--- config.mk ---
export PLATFORM = sky130hd
export DESIGN_NAME = dmem_responder_flat
export DESIGN_NICKNAME = d
export VERILOG_FILES = /design/src/rtl/dmem_responder_if.sv /design/src/rtl/dmem_responder.sv /design/src/flat_wrapper.sv
export SDC_FILE = /design/constraint.sdc
export NUM_CORES = 1
export LEC_CHECK = 0
export CAP_MARGIN = 0
export CELL_PAD_IN_SITES_DETAIL_PLACEMENT = 1
export CELL_PAD_IN_SITES_GLOBAL_PLACEMENT = 2
export CORE_MARGIN = 3
export CORE_UTILIZATION = 40
export CTS_CLUSTER_SIZE = 8
export DETAILED_ROUTE_END_ITERATION = 16
export PLACE_DENSITY_LB_ADDON = 0.1
export SLEW_MARGIN = 40
export SYNTH_ARGS = -nofsm -noshare
export SYNTH_HDL_FRONTEND = slang
export SYNTH_SLANG_ARGS = --single-unit
--- constraint.sdc ---
create_clock -name clock -period 11.1 [get_ports clock]
set_clock_uncertainty 0.2 [all_clocks]
set_input_delay 1.11 -clock clock [delete_from_list [all_inputs] [get_ports clock]]
set_output_delay 1.11 -clock clock [all_outputs]
set_load 0.01 [all_outputs]
--- src/rtl/dmem_responder_if.sv ---
// Load/store bus between the MEM stage (master) and the data-memory
// responder (slave). The MEM stage drives the request; the responder
// returns read data, completion, error and the pipeline stall/busy flags.
interface dmem_responder_if #(
    parameter int ADDR_W = 8,
    parameter int DATA_W = 8
);
    logic              req;
    logic              we;
    logic [ADDR_W-1:0] addr;
    logic [DATA_W-1:0] wdata;
    logic [DATA_W-1:0] rdata;
    logic              ack;
    logic              err;
    logic              stall;
    logic              busy;

    modport master (
        output req, we, addr, wdata,
        input  rdata, ack, err, stall, busy
    );

    modport slave (
        input  req, we, addr, wdata,
        output rdata, ack, err, stall, busy
    );
endinterface

--- src/rtl/dmem_responder.sv ---
// Slow data-memory responder for the 8-bit pipelined processor.
// A request is sampled only in IDLE, held for WAIT_CYCLES wait states, and
// completed on the edge that enters RESP: the write is committed or the read
// data is loaded, and a one-cycle ack (with err for out-of-range addresses)
// is raised. stall holds the pipeline while a request is outstanding.
module dmem_responder #(
    parameter int ADDR_W      = 8,
    parameter int DATA_W      = 8,
    parameter int DEPTH       = 32,
    parameter int WAIT_CYCLES = 2
) (
    input  logic             clock,
    input  logic             reset,
    dmem_responder_if.slave  bus
);

    typedef enum logic [1:0] {
        S_IDLE = 2'd0,
        S_WAIT = 2'd1,
        S_RESP = 2'd2
    } state_t;

    localparam int              IDX_W     = (DEPTH > 1) ? $clog2(DEPTH) : 1;
    localparam bit              ZERO_WAIT = (WAIT_CYCLES == 0);
    localparam logic [3:0]      WAIT_M1   = ZERO_WAIT ? 4'd0 : 4'(WAIT_CYCLES - 1);
    // One extra bit so DEPTH = 2^ADDR_W is representable.
    localparam logic [ADDR_W:0] DEPTH_LIM = (ADDR_W + 1)'(DEPTH);

    state_t            r_state;
    logic [3:0]        r_cnt;
    logic              r_we;
    logic [ADDR_W-1:0] r_addr;
    logic [DATA_W-1:0] r_wdata;

    logic [DATA_W-1:0] r_mem [DEPTH];
    logic [DATA_W-1:0] r_rdata;
    logic              r_ack;
    logic              r_err;

    logic              w_commit;
    logic              w_src_we;
    logic [ADDR_W-1:0] w_src_addr;
    logic [DATA_W-1:0] w_src_wdata;
    logic              w_in_range;
    logic [IDX_W-1:0]  w_idx;

    // Select the request being completed: with zero wait states the RESP-entry
    // edge is the acceptance edge, so the live bus values are used directly.
    always_comb begin
        w_commit    = 1'b0;
        w_src_we    = r_we;
        w_src_addr  = r_addr;
        w_src_wdata = r_wdata;
        if (r_state == S_IDLE) begin
            w_src_we    = bus.we;
            w_src_addr  = bus.addr;
            w_src_wdata = bus.wdata;
            w_commit    = ZERO_WAIT && bus.req;
        end else if (r_state == S_WAIT) begin
            w_commit    = (r_cnt == 4'd0);
        end
        w_in_range = ({1'b0, w_src_addr} < DEPTH_LIM);
        w_idx      = w_src_addr[IDX_W-1:0];
    end

    // Request sequencing: accept in IDLE, count wait states, single RESP cycle.
    always_ff @(posedge clock or posedge reset) begin
        if (reset) begin
            r_state <= S_IDLE;
            r_cnt   <= 4'd0;
            r_we    <= 1'b0;
            r_addr  <= '0;
            r_wdata <= '0;
        end else begin
            case (r_state)
                S_IDLE: begin
                    if (bus.req) begin
                        r_we    <= bus.we;
                        r_addr  <= bus.addr;
                        r_wdata <= bus.wdata;
                        if (ZERO_WAIT) begin
                            r_state <= S_RESP;
                        end else begin
                            r_state <= S_WAIT;
                            r_cnt   <= WAIT_M1;
                        end
                    end
                end
                S_WAIT: begin
                    if (r_cnt == 4'd0) begin
                        r_state <= S_RESP;
                    end else begin
                        r_cnt <= r_cnt - 4'd1;
                    end
                end
                S_RESP: begin
                    r_state <= S_IDLE;
                end
                default: begin
                    r_state <= S_IDLE;
                end
            endcase
        end
    end

    // Completion: commit write or load read data, pulse ack/err for one cycle.
    // Out-of-range writes are dropped and out-of-range reads return zero.
    always_ff @(posedge clock or posedge reset) begin
        if (reset) begin
            r_ack   <= 1'b0;
            r_err   <= 1'b0;
            r_rdata <= '0;
            for (int i = 0; i < DEPTH; i++) begin
                r_mem[i] <= '0;
            end
        end else begin
            r_ack <= 1'b0;
            r_err <= 1'b0;
            if (w_commit) begin
                r_ack <= 1'b1;
                r_err <= ~w_in_range;
                if (w_src_we) begin
                    if (w_in_range) begin
                        r_mem[w_idx] <= w_src_wdata;
                    end
                end else begin
                    r_rdata <= w_in_range ? r_mem[w_idx] : '0;
                end
            end
        end
    end

    assign bus.rdata = r_rdata;
    assign bus.ack   = r_ack;
    assign bus.err   = r_err;
    assign bus.busy  = (r_state != S_IDLE);
    assign bus.stall = bus.req & ~r_ack;

endmodule

--- src/flat_wrapper.sv ---
// flat-port wrapper written by rule: the top's interface ports become plain ports
module dmem_responder_flat 
#(
    parameter int ADDR_W      = 8,
    parameter int DATA_W      = 8,
    parameter int DEPTH       = 32,
    parameter int WAIT_CYCLES = 2
)
  (clock, reset, bus_req, bus_we, bus_addr, bus_wdata, bus_rdata, bus_ack, bus_err, bus_stall, bus_busy);
  dmem_responder_if #(.ADDR_W(ADDR_W), .DATA_W(DATA_W)) bus_i ();
  input  logic clock;
  input  logic reset;
  input wire logic [$bits(bus_i.req)-1:0] bus_req;
  input wire logic [$bits(bus_i.we)-1:0] bus_we;
  input wire logic [$bits(bus_i.addr)-1:0] bus_addr;
  input wire logic [$bits(bus_i.wdata)-1:0] bus_wdata;
  output wire logic [$bits(bus_i.rdata)-1:0] bus_rdata;
  output wire logic [$bits(bus_i.ack)-1:0] bus_ack;
  output wire logic [$bits(bus_i.err)-1:0] bus_err;
  output wire logic [$bits(bus_i.stall)-1:0] bus_stall;
  output wire logic [$bits(bus_i.busy)-1:0] bus_busy;
  assign bus_i.req = bus_req;
  assign bus_i.we = bus_we;
  assign bus_i.addr = bus_addr;
  assign bus_i.wdata = bus_wdata;
  assign bus_rdata = bus_i.rdata;
  assign bus_ack = bus_i.ack;
  assign bus_err = bus_i.err;
  assign bus_stall = bus_i.stall;
  assign bus_busy = bus_i.busy;
  dmem_responder #(.ADDR_W(ADDR_W), .DATA_W(DATA_W), .DEPTH(DEPTH), .WAIT_CYCLES(WAIT_CYCLES)) u_core (.clock(clock), .reset(reset), .bus(bus_i));
endmodule
# Word-level counts from Yosys, hierarchy flattened

Index checks and enable logic that the tools add are counted.

Flip-flop bits (word level): 289
Input port bits: 20
Output and inout port bits: 12
Word-level logic and storage cells: 83

Add/sub/neg operators: 1
Magnitude comparators: 3
Equal/unequal tests: 4
Muxes and demuxes: 20
Bitwise gates (word level): 5
Reductions and logical operators: 10

Operators by type and width:

| cell                                                                  | number |
|---|---|
| 256-bit bitwise mux                                                   | 1 |
| 8-bit two-way mux                                                     | 6 |
| 8-bit binary-select mux with 5-bit select                             | 1 |
| 8-bit demux with 5-bit select                                         | 1 |
| 8-bit by 6-bit < comparator with 1-bit output, second input constant  | 1 |
| 4-bit two-way mux                                                     | 2 |
| 4-bit case mux with 2 select lines                                    | 1 |
| 6-bit >= comparator, second input constant                            | 1 |
| 6-bit by 1-bit < comparator with 1-bit output, second input constant  | 1 |
| 2-bit != test, second input constant                                  | 3 |
| 5-bit inverter with 6-bit output                                      | 1 |
| 2-bit AND reduction                                                   | 3 |
| 3-bit AND reduction                                                   | 2 |
| 1-bit two-way mux                                                     | 5 |
| 4-bit logical NOT                                                     | 1 |
| 2-bit two-way mux                                                     | 2 |
| 2-bit case mux with 2 select lines                                    | 1 |
| 2-bit nonzero test                                                    | 2 |
| 4-bit by 1-bit subtractor with 4-bit output, second input constant    | 1 |
| 1-bit inverter                                                        | 3 |
| 2-bit by 1-bit equality test with 1-bit output, second input constant | 1 |
| 2-bit logical NOT                                                     | 1 |
| 1-bit AND                                                             | 1 |
| 1-bit logical AND                                                     | 1 |

# Logic depth before layout (Yosys ltp)

Depth after elaboration: 8
Mapped depth: 10
Depth with buffers taken out: 8

# Worst setup path before layout

OpenSTA, ideal clock, no wires.

Path kind: in2reg
Start point: input port bus_addr[1]
End point: register u_core.r_mem[113] (netlist name)
Library setup time: 0.136 ns
Arrival: 2.473 ns
Data required time: 10.764 ns
Slack: 8.291 ns
Cell stages on the path: 7
Path buffers: 2
Cell sequence: nor4b_1 > a31oi_4 > buf_6 > nand3b_1 > clkbuf_1 > nand2_1 > o21ai_0

Word-level cells in the longest chain between the ends: 7
Elaborated cells between the ends (all ways): 10
Classes of those cells: order compare: 3; mux: 4; bitwise: 1; reduce/logical: 2

Ends and longest elaborated chain:

| what                                                                                                              | line                  | RTL |
|---|---|---|
| start, declared                                                                                                   | flat_wrapper.sv:15    | `input wire logic [$bits(bus_i.addr)-1:0] bus_addr;` |
| 8-bit two-way mux *                                                                                               | dmem_responder.sv:54  | `if (r_state == S_IDLE) begin` |
| 5-bit inverter with 6-bit output (implied by the code)                                                            | dmem_responder.sv:124 | `r_mem[w_idx] <= w_src_wdata;` |
| 6-bit >= comparator (implied by the code) / 6-bit by 1-bit < comparator with 1-bit output (equally long branches) | dmem_responder.sv:124 |  |
| 1-bit logical AND (implied by the code)                                                                           | dmem_responder.sv:124 |  |
| 8-bit two-way mux (implied by the code)                                                                           | dmem_responder.sv:124 |  |
| 8-bit demux with 5-bit select                                                                                     | dmem_responder.sv:124 |  |
| 256-bit bitwise mux                                                                                               | dmem_responder.sv:124 |  |
| end signal, assigned by index                                                                                     | dmem_responder.sv:124 |  |
| end, declared                                                                                                     | dmem_responder.sv:35  | `logic [DATA_W-1:0] r_mem [DEPTH];` |

Mark *: on every way between the ends. The rest lies on a longest branch, timed or not.
A chain may end at the register's enable or synchronous reset.

# Final worst setup path

Start point: input port bus_addr[1]
End point: register u_core.r_rdata[4], in the netlist u_core.bus.rdata[4]

Word-level cells in the longest chain between the ends: 6
Elaborated cells between the ends (all ways): 7
Classes of those cells: order compare: 1; mux: 5; bitwise: 1

Ends and longest elaborated chain:

| what                                                   | line                  | RTL |
|---|---|---|
| 8-bit two-way mux *                                    | dmem_responder.sv:54  |  |
| 5-bit inverter with 6-bit output (implied by the code) | dmem_responder.sv:127 | `r_rdata <= w_in_range ? r_mem[w_idx] : '0;` |
| 8-bit binary-select mux with 5-bit select              | dmem_responder.sv:127 |  |
| 8-bit two-way mux (implied by the code) (2 in series)  | dmem_responder.sv:127 |  |
| 8-bit two-way mux *                                    | dmem_responder.sv:127 |  |
| end signal, assigned                                   | dmem_responder.sv:127 |  |
| end, declared                                          | dmem_responder.sv:36  | `logic [DATA_W-1:0] r_rdata;` |

Mark *: on every way between the ends. The rest lies on a longest branch, timed or not. The select of a mux whose other input is x is not followed.

==> results.cfg <==
[status]
status = complete, no violations

[clock_tree]
cts_setup_buffers = 0
cts_made_buffers = 42
clock_path_buffers = 3
cts.sinks = 289
postCtsHoldBufs = 0
cts-root-buf = clkbuf_16
postCtsResizedCells = 0
path_clk_slew_ps = 50
cts_tree = built
insertion_delay_ps = 530
htreeDepth = 2

[setup_path]
reg2reg_to = u_core.bus.rdata[4]
critPathKind = in -> reg
worstPathRequired_ps = 11300
cp-start-kind = primary input
cp.arrival_ps = 4280
cp-end-kind = flip-flop
worstPathMaxFanout = 55
cp-endpoint = u_core.bus.rdata[4]
startpoint = bus_addr[1]
worstReg2RegStart = u_core.r_state[0]
r2r.worst_path.cells = 8
ff2ff_setup_slack_ps = 7040

[drt]
finalWirelength_mm = 38.5
drc = 0
firstDrtPassIters = 4
routedWlPerCell_um = 22.9
vias = 9551
ant_nets = 0
viasPerCell = 5.69
drt_iter0_drc = 476

[worst_hold_path]
hp-class = reg -> reg

[floorplan]
die_height_um = 183
die_area_um2 = 33500
rows = 64
io-pin-count = 32
die_w_um = 183
core_um2 = 30700
start_util = 0.407

[synth]
synth_nets = 1310
ys.flop_type = dfrtp_1
ys_seq_area_frac = 0.577
netlist_area_um2 = 12500
netlist_instances = 1289
synth_edf_count = 0
syn_avg_cell_area_um2 = 9.72
ys_async_sr_fraction = 1.00
yosysWarnings = 0
synth_cell_types = 42
yosys_register_bits = 289

[grt]
grt_max_degree = 121
grt_usage = 0.235
grt_pass1_wl_mm = 61.4
gr-total-overflow = 0
grt_pass1_vias = 10041
antenna_found_initial = 2

[timing]
grt_setup_unrepaired = no
slew_headroom = 0.432
drv_slew = 0
fmax_mhz = 245
finalSetupViolCount = 0
setup_ws_ps = 7020
tns_ps = 0
finalCritPeriodShare = 0.368
final-hold-violation-count = 0
max_slew.worst_pin.slew_ps = 852
period_minus_slack_ps = 4080

[pwr]
peakVddDrop_uv = 177
leakagePower_nw = 6.48
p_per_area_nw_per_um2 = 271

[final_layout]
drive_gt1_frac = 0.0864
stdcell_count = 1680
nets = 1302
syn_to_final_growth_pct = 13.2
num_antenna_cells = 0

[placement]
place.gp.congestion = 0.774
dp_cells = 1633
port_buffers = 31
place_hpwl_mm = 23.4
pre_cts_ws_ps = 6500

[flow_run]
maxCapViolations = 0
-- critical path: stages --
cell and delay, ps:
clkdlybuf4s50_1 480, nor4b_1 210, a31oi_4 590, buf_4 770, o22ai_1 160, o21ai_0 280, nand4_1 290, o31ai_1 350
-- registers in the layout, summed over array words and instances (netlist names) --
signal and cells:
u_core.r_cnt 4, u_core.r_state 2, u_core.bus.rdata 8, u_core.r_wdata 8
u_core.r_mem 256, u_core.bus.err 1, u_core.r_addr 8, u_core.r_we 1
u_core.bus.ack 1
-- cell usage after synthesis (4+ instances only) --
| cell type | number | area [um^2] |
|---|---|---|
| o21ai_1 | 28 | 140 |
| a31oi_4 | 4 | 85.1 |
| nor2_1 | 194 | 728 |
| nor4b_1 | 4 | 35.0 |
| buf_4 | 19 | 143 |
| o21ai_0 | 114 | 571 |
| a21oi_1 | 184 | 921 |
| nand3_1 | 9 | 45.0 |
| buf_2 | 23 | 115 |
| nand3b_1 | 8 | 60.1 |
| o31ai_1 | 8 | 60.1 |
| nand2_1 | 137 | 514 |
| o22ai_1 | 128 | 801 |
| clkbuf_1 | 47 | 176 |
| nor3_4 | 20 | 325 |
| dfrtp_1 | 289 | 7230 |
| nand4_1 | 8 | 50.1 |
| inv_1 | 8 | 30.0 |
| mux2i_1 | 9 | 90.1 |
| buf_6 | 10 | 113 |
-- worst min-delay path by stage --
stage / end / depth (start not counted) / startpoint / slack [ps]
floorplan: u_core.r_wdata[0] / 2 / u_core.r_wdata[0] / 240
global placement: u_core.r_mem[106] / 2 / u_core.r_mem[106] / 260
detailed placement: u_core.r_mem[107] / 2 / u_core.r_mem[107] / 270
CTS: u_core.r_mem[103] / 2 / u_core.r_mem[103] / 280
global route: u_core.r_mem[107] / 2 / u_core.r_mem[107] / 310
finish: u_core.r_mem[103] / 2 / u_core.r_mem[103] / 280
-- cell usage in the layout, fill, tap and decap left out, types with 4 or more instances in the layout --
cell	netlist	routed
nor3_4	20	23
a21oi_1	184	184
clkbuf_16	0	43
o21ai_0	114	114
nand4_1	8	8
buf_4	19	15
nand2_1	137	137
nor4b_1	4	4
o22ai_1	128	128
dfrtp_1	289	289
clkdlybuf4s50_1	0	31
a31oi_4	4	4
nand3_1	9	9
nand3b_1	8	8
nor2_1	194	192
mux2i_4	0	8
o31ai_1	8	8
inv_1	8	7
o21ai_1	28	28
-- area by class of cell --
| type | count | area [um^2] |
|---|---|---|
| Timing Repair Buffer | 48 | 470 |
| Clock buffer | 45 | 1080 |
| Clock inverter | 2 | 16.3 |
| Multi-Input combinational cell | 891 | 4840 |
| Fill cell | 3428 | 16600 |
| Sequential cell | 289 | 7230 |
| Tap cell | 396 | 495 |
| Inverter | 9 | 48.8 |
-- per-layer routing --
metal | up-vias | share of wire | wire length (um) | track usage
met5 | - | 0.00060 | 23 | 0
met4 | 4 | 0.026 | 988 | 0.0658
met3 | 66 | 0.037 | 1420 | 0.0357
met2 | 144 | 0.46 | 17800 | 0.376
met1 | 4821 | 0.47 | 18300 | 0.336
li1 | 4516 | - | - | -
-- metrics by stage --
stage	hold WS (ps)	total power [W]	instance area (um^2)	utilization
finish	279	0.00385	14200	0.461
global placement	261	0.00271	13000	0.424
CTS	282	0.00389	14200	0.461
floorplan	245	0.00220	12500	-
global route	305	0.00406	14200	0.461
detailed placement	271	0.00274	13100	0.425
-- cells by family (layout without fill, tap and decap cells) --
logic type,Yosys count,after routing,share of synthesized area
compound gates,470,470,0.208
xor+xnor,3,3,0.00210
fa+ha+maj,1,1,0.000999
buf+inv,109,104,0.0468
flops,289,289,0.577
mux,10,10,0.00809
simple gates,407,407,0.157
-- report_power, final --
part | switching (W) | total (W) | internal (W)
clock | 0.000441 | 0.00112 | 0.000679
sequential | 0.000111 | 0.00129 | 0.00118
combinational | 0.00100 | 0.00143 | 0.000431
total | 0.00155 | 0.00385 | 0.00229
Power figures use the tool's default switching activity.
